===== config.mk =====
export PLATFORM = sky130hd
export DESIGN_NAME = instr_fetch_flat
export DESIGN_NICKNAME = d
export VERILOG_FILES = /design/src/rtl/instr_fetch_if.sv /design/src/rtl/instr_fetch.sv /design/src/flat_wrapper.sv
export SDC_FILE = /design/constraint.sdc
export NUM_CORES = 1
export LEC_CHECK = 0
export ABC_CLOCK_PERIOD_IN_PS = 3000
export BUFFER_PORTS_ARGS = -buffer_cell sky130_fd_sc_hd__buf_2
export CORE_MARGIN = 2
export CORE_UTILIZATION = 48
export DETAILED_ROUTE_END_ITERATION = 10
export PLACE_DENSITY = 0.77
export SLEW_MARGIN = 0
export SYNTH_ARGS = -nofsm -noshare
export SYNTH_HDL_FRONTEND = slang
export SYNTH_SLANG_ARGS = --single-unit

===== constraint.sdc =====
create_clock -name clk -period 3 [get_ports clk]
set_input_delay 0.3 -clock clk [delete_from_list [all_inputs] [get_ports clk]]
set_output_delay 0.3 -clock clk [all_outputs]
set_load 0.005 [all_outputs]

===== src/rtl/instr_fetch_if.sv =====
// Fetch-side bus: instruction-memory read port, redirect request and the
// valid/ready hand-off to decode.
interface instr_fetch_if;
    logic [31:0] Address;
    logic [31:0] Instruction;
    logic        redirect_valid;
    logic [31:0] redirect_target;
    logic        if_valid;
    logic        if_ready;
    logic [31:0] if_instr;
    logic [31:0] if_pc;
    logic        fetch_fault;

    modport master (
        output Address, if_valid, if_instr, if_pc, fetch_fault,
        input  Instruction, redirect_valid, redirect_target, if_ready
    );

    modport slave (
        input  Address, if_valid, if_instr, if_pc, fetch_fault,
        output Instruction, redirect_valid, redirect_target, if_ready
    );
endinterface


===== src/rtl/instr_fetch.sv =====
// Instruction fetch unit: owns the PC, drives imem, registers one word for decode.
// Define FETCH_BOUNDS_CHECK_EN to add the IMEM_BYTES range check and FAULT state.
module instr_fetch #(
    parameter logic [31:0] RESET_PC   = 32'd0,
    parameter int unsigned IMEM_BYTES = 24
) (
    input  logic          clk,
    input  logic          reset,
    instr_fetch_if.master bus
);
    logic [31:0] pc_q, pc_d;
    logic [31:0] instr_q, instr_d;
    logic [31:0] if_pc_q, if_pc_d;
    logic        valid_q, valid_d;
    logic        halted;
    logic        can_load;
    logic        load;

    if (RESET_PC[1:0] != 2'b00 || (IMEM_BYTES % 4) != 0) begin : g_cfg_check
        $error("instr_fetch: RESET_PC and IMEM_BYTES must be word aligned");
    end

    // Output register may refill only when empty or being consumed this cycle.
    assign can_load = !bus.redirect_valid && !halted && (!valid_q || bus.if_ready);

    always_comb begin
        // NOTE: every output gets a default first so no path can infer a latch.
        pc_d    = pc_q;
        instr_d = instr_q;
        if_pc_d = if_pc_q;
        valid_d = valid_q;
        if (bus.redirect_valid) begin
            pc_d    = bus.redirect_target & ~32'd3;
            valid_d = 1'b0;
        end else if (load) begin
            instr_d = bus.Instruction;
            if_pc_d = pc_q;
            valid_d = 1'b1;
            pc_d    = pc_q + 32'd4;
        end else if (valid_q && bus.if_ready) begin
            valid_d = 1'b0;
        end
    end

    always_ff @(posedge clk or posedge reset) begin
        // NOTE: sequential state uses non-blocking assignments only.
        if (reset) begin
            pc_q    <= RESET_PC;
            instr_q <= 32'd0;
            if_pc_q <= 32'd0;
            valid_q <= 1'b0;
        end else begin
            pc_q    <= pc_d;
            instr_q <= instr_d;
            if_pc_q <= if_pc_d;
            valid_q <= valid_d;
        end
    end

    assign bus.Address  = pc_q;
    assign bus.if_valid = valid_q;
    assign bus.if_instr = instr_q;
    assign bus.if_pc    = if_pc_q;

`ifdef FETCH_BOUNDS_CHECK_EN
    typedef enum logic {ST_RUN, ST_FAULT} state_t;
    state_t state_q, state_d;
    logic   in_range;

    assign in_range        = pc_q < IMEM_BYTES;
    assign load            = can_load && in_range;
    assign halted          = (state_q == ST_FAULT);
    assign bus.fetch_fault = halted;

    always_comb begin
        state_d = state_q;
        case (state_q)
            ST_RUN:   if (can_load && !in_range) state_d = ST_FAULT;
            ST_FAULT: if (bus.redirect_valid)    state_d = ST_RUN;
            default:  state_d = ST_RUN;
        endcase
    end

    always_ff @(posedge clk or posedge reset) begin
        if (reset) state_q <= ST_RUN;
        else       state_q <= state_d;
    end
`else
    assign halted          = 1'b0;
    assign load            = can_load;
    assign bus.fetch_fault = 1'b0;
`endif
endmodule


===== src/flat_wrapper.sv =====
// flat-port wrapper written by rule: the top's interface ports become plain ports
module instr_fetch_flat 
#(
    parameter logic [31:0] RESET_PC   = 32'd0,
    parameter int unsigned IMEM_BYTES = 24
)
  (clk, reset, bus_Address, bus_if_valid, bus_if_instr, bus_if_pc, bus_fetch_fault, bus_Instruction, bus_redirect_valid, bus_redirect_target, bus_if_ready);
  instr_fetch_if bus_i ();
  input  logic clk;
  input  logic reset;
  output wire logic [$bits(bus_i.Address)-1:0] bus_Address;
  output wire logic [$bits(bus_i.if_valid)-1:0] bus_if_valid;
  output wire logic [$bits(bus_i.if_instr)-1:0] bus_if_instr;
  output wire logic [$bits(bus_i.if_pc)-1:0] bus_if_pc;
  output wire logic [$bits(bus_i.fetch_fault)-1:0] bus_fetch_fault;
  input wire logic [$bits(bus_i.Instruction)-1:0] bus_Instruction;
  input wire logic [$bits(bus_i.redirect_valid)-1:0] bus_redirect_valid;
  input wire logic [$bits(bus_i.redirect_target)-1:0] bus_redirect_target;
  input wire logic [$bits(bus_i.if_ready)-1:0] bus_if_ready;
  assign bus_Address = bus_i.Address;
  assign bus_if_valid = bus_i.if_valid;
  assign bus_if_instr = bus_i.if_instr;
  assign bus_if_pc = bus_i.if_pc;
  assign bus_fetch_fault = bus_i.fetch_fault;
  assign bus_i.Instruction = bus_Instruction;
  assign bus_i.redirect_valid = bus_redirect_valid;
  assign bus_i.redirect_target = bus_redirect_target;
  assign bus_i.if_ready = bus_if_ready;
  instr_fetch #(.RESET_PC(RESET_PC), .IMEM_BYTES(IMEM_BYTES)) u_core (.clk(clk), .reset(reset), .bus(bus_i));
endmodule

==> flow_summary.yaml <==
worst_setup_path:
  crit_chain: "nand2b_1 > nand4_1 > or4_1 > a31oi_1"
  cp_top_family: "simple AND/OR/NAND/NOR gates"
  crit_path_start_kind: "flop"
  worstSetupPathType: "reg2reg"
  cp.buffers_inverters: 0
  cp_slowest_cell: "or4_1"
  crit_required_ns: 3.28
  arrival_ns: 2.55
  startpoint: "u_core.bus.if_valid"
  path_max_fanout: 17
  end_kind: "flop"
  cp_slowest_stage_delay_ns: 0.70
  r2r-start: "u_core.bus.if_valid"
route:
  totalWireLength_um: 9480
  drc: 0
  vias_per_cell: 5.51
  wl_per_cell_um: 15.7
  first_iter_violations: 111
  vias: 3332
  drt_pass1_iterations: 4
  ant_nets: 0
hold_path:
  hold_path_class: "in2reg"
  hp-start: "bus_redirect_target[4]"
layout:
  finalNetCount: 564
  drive_above_1_share_pct: 48.4
  final_util_pct: 62.4
  area_delta_synth_final_pct: 25.2
  diodes: 0
logic_synthesis:
  ys_seq_area_share_pct: 56.2
  synth_adder_area_share_pct: 0.302
  synth_xor_area_share_pct: 1.69
  ys_ff_latch: 93
  synth_compound_area_share_pct: 7.65
  synth_top_family_by_area: "multiplexers"
  ys_types: 35
  synth_ff_type: "dfrtp_1"
  synth-warning-count: 0
  syn-cell-area_um2: 4140
  synth_area_per_cell_um2: 12.1
  synth_edf_count: 0
  synthCells: 343
  muxShareOfSynthArea_pct: 17.1
  synth-simple-area-share_pct: 13.5
  synthArstFlopShare_pct: 100
floorplan:
  die_y_um: 96.9
  start_util_pct: 49.9
  die-area_um2: 9380
  die_w_um: 96.9
  ios: 166
  row_count: 33
  fp.coreArea_um2: 8300
outcome:
  status: "complete, no violations"
grt:
  overflow: 0
  grt_pass1_vias: 3278
  grt_pass1_wl_um: 15900
  grt_start_max_net_pins: 94
  grtUsageMet2_pct: 34.5
  grtUsageMet1_pct: 26.9
  grt_usage_pct: 20.9
  antenna_found_initial: 0
  busiest_layer: "met2"
  met3_usage_pct: 5.42
clock_network:
  cts_sinks: 93
  clk-insertion-delay-late_ns: 0.36
  cts-root-buf: "clkbuf_8"
  clk_pin_slew_ns: 0.09
  clk_path_buf_depth: 2
  cts-buffers-inserted: 9
  cts_tree: "built"
  cts_max_level: 3
  cts_hold_buffers: 0
  cts_setup_buffers: 0
  cts_resized: 0
pwr:
  p_leak_nw: 2.36
  ir_drop_mv: 0.342
  p_per_area_nw_per_um2: 564
sta:
  rsz0062_at_grt: "no"
  period_minus_slack_ns: 2.28
  clock_skew_ns: 0.0105
  fmax_ghz: 0.439
  finalCritPeriodShare_pct: 75.8
  drv_slew: 0
  relSlewSlack_pct: 25.7
  worstMarginPinSlew_ns: 1.11
  finalSetupTns_ns: 0
  finalHoldViolCount: 0
  setup_viol_count_final: 0
place:
  dpl.hpwl_um: 6800
  gp_congestion: 0.779
  portBuffers: 158
run:
  maxCapViolations: 0
stage by stage:
stage	power, mW	cell area [µm²]	hold slack, ns	worst slack (ns)	std cells
after floorplan	1.84	4150	0.420	0.280	347
after global placement	2.09	4980	0.483	0.781	589
after detailed placement	2.11	4980	0.489	0.709	589
after CTS	2.96	5180	0.140	0.739	605
after global routing	3.09	5180	0.141	0.514	605
final	2.92	5180	0.149	0.725	605
kinds of logic after synthesis:
kind of cell / count (synthesis)
simple gates: 101
flops: 93
mux: 63
compound gates: 48
buf+inv: 28
xor+xnor: 8
fa+ha+maj: 1
other cells: 1
final cells by class:
cell class	instances	area, µm²
tap	105	131
clock inverter	6	70.1
clock buffer	10	128
timing repair buffer	161	813
inverter	4	17.5
fill	703	3120
multi-input combinational	226	1690
sequential	93	2330
cell usage after synthesis, types with 2 or more instances:
cell	number	area share, %
a31oi_1	15	2.3
and2_1	2	0.30
and3_1	4	0.60
and4_1	6	1.3
buf_2	8	0.97
buf_4	7	1.3
clkbuf_1	9	0.82
dfrtp_1	93	56
inv_1	3	0.27
mux2_2	62	17
nand2_1	24	2.2
nand3_1	13	1.6
nand4_1	12	1.8
nor2_1	18	1.6
o211ai_1	2	0.36
o21ai_0	12	1.5
o311ai_0	3	0.63
o311ai_1	2	0.42
o31ai_1	12	2.2
or3_1	2	0.30
or4_1	14	2.5
xnor2_1	3	0.63
xor2_1	5	1.1
where the power goes:
part	internal [mW]	leakage, nW	total [mW]	switching, mW
Combinational	0.295	1.18	0.529	0.233
Clock	0.393	0.0948	0.845	0.452
Sequential	1.42	1.09	1.55	0.129
Total	2.11	2.36	2.92	0.814
tightest hold or removal path: cells and delay by family:
| family | cells | cell delay, ns |
|---|---|---|
| AOI/OAI and AO/OA | 1 | 0.05 |
| buffers and inverters | 1 | 0.07 |
| and+or+nand+nor | 1 | 0.04 |
flip-flops by register name, summed over array words and instances, names as in the netlist:
| register | count |
|---|---|
| u_core.bus.Address | 30 |
| u_core.bus.if_instr | 32 |
| u_core.bus.if_pc | 30 |
| u_core.bus.if_valid | 1 |
worst paths after layout:
kind | slack, ns | end | depth (start not counted)
max in group asynchronous | 2.07 | u_core.bus.Address[13] | 2
min | 0.15 | u_core.bus.Address[4] | 3
max | 0.72 | u_core.bus.Address[24] | 4
max reg2reg | 0.72 | u_core.bus.Address[24] | 4
min in group asynchronous | 0.20 | u_core.bus.if_instr[6] | 2
min reg2reg | 0.51 | u_core.bus.if_pc[17] | 1
layer usage:
metal	routed length, µm	vias up
li1	-	1564
met1	3950	1641
met2	4730	115
met3	676	12
met4	126	0
met5	0	-
cells in the final DEF (no fill, tap or decap), drive strengths merged:
cell / n
nor2b: 1
nor2: 18
o211ai: 2
clkinv: 1
a211o: 1
mux2: 62
o31ai: 12
and2: 2
a21oi: 1
nor4: 1
inv: 6
xor2: 5
ha: 1
or4: 14
or3: 2
buf: 161
xnor2: 3
clkinvlp: 2
and4: 6
o311ai: 5
nor4b: 1
and3: 4
a31oi: 15
mux2i: 1
dfrtp: 93
clkbuf: 10
o21ai: 12
nor3: 1
nand2: 24
nand2b: 1
nand4: 13
bufinv: 1
nand3: 13
conb: 5
Power figures use the tool's default switching activity.
